$ cat config.mk
export PLATFORM = sky130hd
export DESIGN_NAME = iic_master_core
export DESIGN_NICKNAME = d
export VERILOG_FILES = /design/src/rtl/iic_master_core.sv
export SDC_FILE = /design/constraint.sdc
export NUM_CORES = 1
export LEC_CHECK = 0
export CORE_MARGIN = 3
export CORE_UTILIZATION = 41
export CTS_CLUSTER_SIZE = 25
export DETAILED_ROUTE_END_ITERATION = 8
export PLACE_DENSITY_LB_ADDON = 0.25
export SETUP_SLACK_MARGIN = 0.4
export SLEW_MARGIN = 20
export SYNTH_ARGS = -nofsm -noshare
export SYNTH_HDL_FRONTEND = slang
export SYNTH_SLANG_ARGS = --single-unit
$ cat constraint.sdc
create_clock -name CLK_I -period 3.43 [get_ports CLK_I]
set_input_delay 1.029 -clock CLK_I [delete_from_list [all_inputs] [get_ports CLK_I]]
set_output_delay 1.029 -clock CLK_I [all_outputs]
set_load 0.1 [all_outputs]
$ cat src/rtl/iic_master_core.sv
// rtl/iic_master_core.sv - I2C master: write phase, optional repeated-start read phase, stop
//
// Purpose: runs one I2C transaction per accepted START_I. It writes WR_BYTE_NUM_I bytes
// (byte 0 is the address). If RD_BYTE_NUM_I is non-zero, it then issues a repeated start,
// resends the address with R/W = 1 and reads RD_BYTE_NUM_I bytes. It ends with a stop.
//
// Ports:
//   CLK_I          clock, rising edge
//   RSTN_I         asynchronous active-low reset
//   WR_BYTE_NUM_I  bytes to write including the address byte (1..8)
//   WR_DATA_I      write bytes, byte k at [8k+7:8k]
//   RD_BYTE_NUM_I  bytes to read after the write phase (0..8)
//   START_I        one-cycle request, taken only when idle
//   RD_DATA_O      read bytes, byte k at [8k+7:8k]
//   BUSY_O         transaction in progress (includes the accepting cycle)
//   FINISH_O       one-cycle completion pulse
//   ERROR_O        valid with FINISH_O: NACK seen or request invalid
//   SCL_T, SDA_T   open-drain enables, 1 = released, 0 = pull low
//   SDA_I          sampled SDA level
module iic_master_core #(
  parameter int C_QTR = 250
) (
  input  logic        CLK_I,
  input  logic        RSTN_I,
  input  logic [7:0]  WR_BYTE_NUM_I,
  input  logic [63:0] WR_DATA_I,
  input  logic [7:0]  RD_BYTE_NUM_I,
  input  logic        START_I,
  output logic [63:0] RD_DATA_O,
  output logic        BUSY_O,
  output logic        FINISH_O,
  output logic        ERROR_O,
  output logic        SCL_T,
  output logic        SDA_T,
  input  logic        SDA_I
);

  typedef enum logic [3:0] {
    S_IDLE, S_CHECK, S_START, S_WR_BIT, S_WR_ACK,
    S_RSTART, S_RD_BIT, S_RD_ACK, S_STOP, S_DONE
  } state_t;

  localparam int CW = (C_QTR > 1) ? $clog2(C_QTR) : 1;

  state_t      state;
  logic [CW-1:0] qcnt;
  logic        tick;
  logic [1:0]  qtr;
  logic [2:0]  bit_idx;
  logic [2:0]  byte_idx;
  logic [7:0]  wr_num;
  logic [7:0]  rd_num;
  logic [63:0] wr_data;
  logic        rd_phase;   // address byte being resent for the read phase
  logic        ack_smp;
  logic        err_flag;
  logic        busy_reg;
  logic [7:0]  rx_shift;
  logic [7:0]  tx_byte;
  logic        tx_bit;
  logic        last_wr;
  logic        last_rd;
  logic        invalid;
  logic        scl_nx;
  logic        sda_nx;

  assign tick    = (qcnt == CW'(C_QTR - 1));
  assign tx_byte = rd_phase ? {wr_data[7:1], 1'b1} : wr_data[{byte_idx, 3'b000} +: 8];
  assign tx_bit  = tx_byte[~bit_idx];  // ~bit_idx == 7 - bit_idx: MSB first
  assign last_wr = ({5'd0, byte_idx} == wr_num - 8'd1);
  assign last_rd = ({5'd0, byte_idx} == rd_num - 8'd1);
  assign invalid = (wr_num == 8'd0) || (wr_num > 8'd8) || (rd_num > 8'd8);
  assign BUSY_O  = busy_reg | START_I;

  // Line levels wanted for the current state/quarter; registered below, so the
  // bus lags the state by one clock uniformly.
  always_comb begin
    scl_nx = 1'b1;
    sda_nx = 1'b1;
    case (state)
      S_START: begin
        scl_nx = (qtr == 2'd0);
        sda_nx = 1'b0;
      end
      S_WR_BIT: begin
        scl_nx = (qtr == 2'd1) || (qtr == 2'd2);
        sda_nx = tx_bit;
      end
      S_WR_ACK, S_RD_BIT: begin
        scl_nx = (qtr == 2'd1) || (qtr == 2'd2);
        sda_nx = 1'b1;
      end
      S_RD_ACK: begin
        scl_nx = (qtr == 2'd1) || (qtr == 2'd2);
        sda_nx = last_rd;  // ACK all but the final byte
      end
      S_RSTART: begin
        // q0 release SDA, q1 release SCL, q2 SDA low, q3 SCL low
        scl_nx = (qtr == 2'd1) || (qtr == 2'd2);
        sda_nx = (qtr < 2'd2);
      end
      S_STOP: begin
        scl_nx = (qtr != 2'd0);
        sda_nx = (qtr == 2'd2);
      end
      default: begin
        scl_nx = 1'b1;
        sda_nx = 1'b1;
      end
    endcase
  end

  always_ff @(posedge CLK_I or negedge RSTN_I) begin
    if (!RSTN_I) begin
      state     <= S_IDLE;
      qcnt      <= '0;
      qtr       <= 2'd0;
      bit_idx   <= 3'd0;
      byte_idx  <= 3'd0;
      wr_num    <= 8'd0;
      rd_num    <= 8'd0;
      wr_data   <= 64'd0;
      rd_phase  <= 1'b0;
      ack_smp   <= 1'b0;
      err_flag  <= 1'b0;
      busy_reg  <= 1'b0;
      rx_shift  <= 8'd0;
      RD_DATA_O <= 64'd0;
      FINISH_O  <= 1'b0;
      ERROR_O   <= 1'b0;
      SCL_T     <= 1'b1;
      SDA_T     <= 1'b1;
    end else begin
      SCL_T    <= scl_nx;
      SDA_T    <= sda_nx;
      FINISH_O <= 1'b0;
      ERROR_O  <= 1'b0;
      qcnt     <= tick ? '0 : qcnt + 1'b1;
      if (tick) qtr <= qtr + 2'd1;

      case (state)
        S_IDLE: begin
          qcnt <= '0;
          qtr  <= 2'd0;
          if (START_I) begin
            wr_num    <= WR_BYTE_NUM_I;
            rd_num    <= RD_BYTE_NUM_I;
            wr_data   <= WR_DATA_I;
            RD_DATA_O <= 64'd0;
            err_flag  <= 1'b0;
            busy_reg  <= 1'b1;
            state     <= S_CHECK;
          end
        end
        S_CHECK: begin
          qtr <= 2'd0;
          if (invalid) begin
            FINISH_O <= 1'b1;
            ERROR_O  <= 1'b1;
            state    <= S_DONE;
          end else begin
            state <= S_START;
          end
        end
        S_START: begin
          if (tick && qtr == 2'd1) begin
            qtr      <= 2'd0;
            bit_idx  <= 3'd0;
            byte_idx <= 3'd0;
            rd_phase <= 1'b0;
            state    <= S_WR_BIT;
          end
        end
        S_WR_BIT: begin
          if (tick && qtr == 2'd3) begin
            bit_idx <= bit_idx + 3'd1;
            if (bit_idx == 3'd7) state <= S_WR_ACK;
          end
        end
        S_WR_ACK: begin
          if (tick && qtr == 2'd2) ack_smp <= SDA_I;
          if (tick && qtr == 2'd3) begin
            if (ack_smp) begin
              err_flag <= 1'b1;
              state    <= S_STOP;
            end else if (rd_phase) begin
              byte_idx <= 3'd0;
              state    <= S_RD_BIT;
            end else if (last_wr) begin
              state <= (rd_num == 8'd0) ? S_STOP : S_RSTART;
            end else begin
              byte_idx <= byte_idx + 3'd1;
              state    <= S_WR_BIT;
            end
          end
        end
        S_RSTART: begin
          if (tick && qtr == 2'd3) begin
            rd_phase <= 1'b1;
            bit_idx  <= 3'd0;
            state    <= S_WR_BIT;
          end
        end
        S_RD_BIT: begin
          if (tick && qtr == 2'd2) rx_shift <= {rx_shift[6:0], SDA_I};
          if (tick && qtr == 2'd3) begin
            bit_idx <= bit_idx + 3'd1;
            if (bit_idx == 3'd7) begin
              RD_DATA_O[{byte_idx, 3'b000} +: 8] <= rx_shift;
              state <= S_RD_ACK;
            end
          end
        end
        S_RD_ACK: begin
          if (tick && qtr == 2'd3) begin
            if (last_rd) begin
              state <= S_STOP;
            end else begin
              byte_idx <= byte_idx + 3'd1;
              state    <= S_RD_BIT;
            end
          end
        end
        S_STOP: begin
          if (tick && qtr == 2'd2) begin
            qtr      <= 2'd0;
            FINISH_O <= 1'b1;
            ERROR_O  <= err_flag;
            state    <= S_DONE;
          end
        end
        S_DONE: begin
          busy_reg <= 1'b0;
          state    <= S_IDLE;
        end
        default: state <= S_IDLE;
      endcase
    end
  end

endmodule

==> metrics.cfg <==
[global_route]
grt_pass1_wl_um = 34300
antenna_found_initial = 0
grt_max_degree = 81
grt_overflow = 0
grt_pass1_vias = 6450
grt_util_all_layers_pct = 19.4

[yosys]
yosys_warnings = 0
syn_area_sq_mm = 0.00853
synth_ff_type = dfrtp_1
synth.distinct_cells = 77
synth_edf_count = 0
synth-seq-area-share_pct = 52.8
syn_inst = 689
syn_avg_cell_area_sq_um = 12.4
syn_nets = 787
async_flop_share_pct = 100
synth-seq-cells = 180

[power]
power_mw = 7.41
p_int_mw = 4.83
switching_power_mw = 2.59
pwr_density_cell_mw_per_mm2 = 683
clock_power_share_pct = 26.6
switching_share_pct = 34.9
seqPwrFrac_pct = 41.2
pwr-share-comb_pct = 32.3
ir_drop_uv = 398
leakage_nw = 4.75

[worst_setup_path]
crit_chain = dlygate4sd2_1, or2_2, buf_12
crit_path_start_kind = input pin
timing.rr.end = RD_DATA_O[54]
cp_top_family = buffers and inverters
endpoint_kind = output port
r2r_setup_slack_ns = 0.74
cpMaxStageDelayCell = or2_2
rr_worst_depth = 7
r2r-start = byte_idx[1]
cpPeakStageDelay_ns = 0.33
criticalPathCategory = in -> out
path_max_fanout = 3
worstPathArrival_ns = 1.82
crit_buf_inv = 2
cp.required_ns = 2.40

[routing]
drc = 0
first_pass_iters = 5
via_count = 6263
wl_per_cell_um = 19.2
post_drt_via_cell_ratio = 5.57
drt_iter0_markers = 346
wirelength_um = 21600
route.antenna.remaining_nets = 0

[placement]
gp_congestion = 0.882
post-dp-hpwl_um = 15600
place.port_buffers = 152
placed_cell_area_sq_mm = 0.0102

[sta]
final_max_slew_viol_count = 0
finalClockSkew_ns = 0.0106
tns_ns = 0
slew_headroom_pct = 55.1
setup-violations-final = 0
finalHoldViolCount = 0
post-route-period-util_pct = 83.1
max_freq_mhz = 351
worst_slew_pin_slew_ns = 0.674
fin_crit_ns = 2.85
rsz0062_at_grt = no

[final_layout]
antenna_cells = 0
final_common_cell = dfrtp_1
syn_to_final_growth_pct = 27.3
multi_input_area_sq_mm = 0.00378
most-common-layout-cells = dfrtp_1, mux2_2, buf_4
reg_top3 = RD_DATA_O x64, wr_data x64
num-fill-cells = 1752
drive_gt1_share_pct = 29.9
fin_area_sq_mm = 0.0109
regArea_sq_mm = 0.00451
nNetsFinal = 939

[clocking]
clk_latency_ns = 0.43
hold_buffers = 0
htreeDepth = 4
cts_tree = done
cts_root_buf = clkbuf_16
cts_buffers = 17
clkTransAtPathRegs_ns = 0.07
cts.sinks = 180
ctsLongestPathBuffers = 2

[floorplan]
initial_core_util_pct = 41.9
die_x_um = 150
die_h_um = 150
core_sq_mm = 0.0204
die_area_sq_mm = 0.0226
rows = 52
boundaryPins = 153

[run]
maxCapViolCount = 0

[worst_hold_path]
min_path_type = reg -> reg
hold_depth = 1
hold_start = wr_data[42]
whs_endpoint = wr_data[42]

[run_status]
status = finished clean

Yosys cell counts (all sizes together), types with 4 or more instances:
library cell	n	area, sq um
ha	14	175
clkbuf	21	78.8
nand2	35	134
inv	21	78.8
a221oi	5	50.0
nor2b	5	31.3
nand3	12	60.1
or3	6	37.5
mux4	13	293
dfrtp	178	4450
xnor2	9	78.8
a21oi	13	76.3
a32oi	4	35.0
a211o	4	35.0
nand2b	8	50.1
mux2	95	1070
o21ai	30	180
nor4	5	31.3
nor3	11	55.1
buf	18	88.8
mux2i	9	90.1
or2	5	31.3
a22o	60	526
nor2	39	154
xor2	6	52.6
a31oi	5	31.3
worst max path at each step:
stage	from	end	cells after the start
after floorplan	START_I	BUSY_O	1
after global placement	START_I	BUSY_O	3
after detailed placement	START_I	RD_DATA_O[60]	6
after CTS	byte_idx[0]	RD_DATA_O[62]	7
after global routing	byte_idx[1]	RD_DATA_O[62]	7
final	START_I	BUSY_O	3
cells by family (layout without fill, tap and decap cells):
kind of cell               after synthesis  count (layout)  share of synthesized area (%)
AOI/OAI and AO/OA                      152             152                           14.1
xor gates and xnor gates                15              15                           1.54
adders and majority gates               14              14                           2.05
buffers and inverters                   61             226                           2.93
DFF                                    180             180                           52.8
muxes                                  117             117                           17.0
and+or+nand+nor                        150             150                           9.51
worst reg2reg max path, cell delays in order, from the launching register on:
cell      delay [ns]
dfrtp_1         0.73
clkinv_1        0.24
ha_1            0.24
ha_1            0.20
or3_1           0.44
or2_2           0.35
nor2_2          0.24
a22o_1          0.19
area by class of cell:
| class | instances | area share [%] |
|---|---|---|
| multi-input combinational | 448 | 34.9 |
| sequential | 180 | 41.5 |
| tap | 270 | 3.11 |
| clock inverter | 15 | 1.66 |
| timing repair buffer | 172 | 14.2 |
| clock buffer | 17 | 3.92 |
| inverter | 22 | 0.761 |
metrics by stage:
stage,std cells,utilization [%],setup slack (ns),hold WS [ns]
after floorplan,689,-,0.864,0.461
after global placement,1092,50.3,0.364,0.483
after detailed placement,1092,50.3,0.282,0.484
after CTS,1124,53.3,0.549,0.507
after global routing,1124,53.3,0.526,0.522
final,1124,53.3,0.581,0.504
what timing repair did:
item	in CTS	in global routing
gates cloned	0	0
buffers inserted	0	0
gates resized for setup	1	1
setup endpoints to repair	1	35
routing by layer:
metal | GRT usage, % | wire length (um) | vias to the layer above
li1 | - | - | 2873
met5 | 0 | 0 | -
met3 | 4.49 | 1220 | 24
met2 | 32.0 | 10700 | 213
met1 | 25.5 | 9310 | 3153
met4 | 6.18 | 319 | 0
power groups by stage:
stage / combinational (mW) / clock (mW) / sequential, mW
4_1_cts: 2.40 / 2.01 / 3.05
5_1_grt: 2.59 / 2.10 / 3.12
2_1_floorplan: 1.67 / 0 / 3.11
3_3_place_gp: 2.30 / 0 / 3.05
6_report: 2.39 / 1.97 / 3.05
3_5_place_dp: 2.39 / 0 / 3.10
Note: power is estimated with default switching activity, not from simulation.
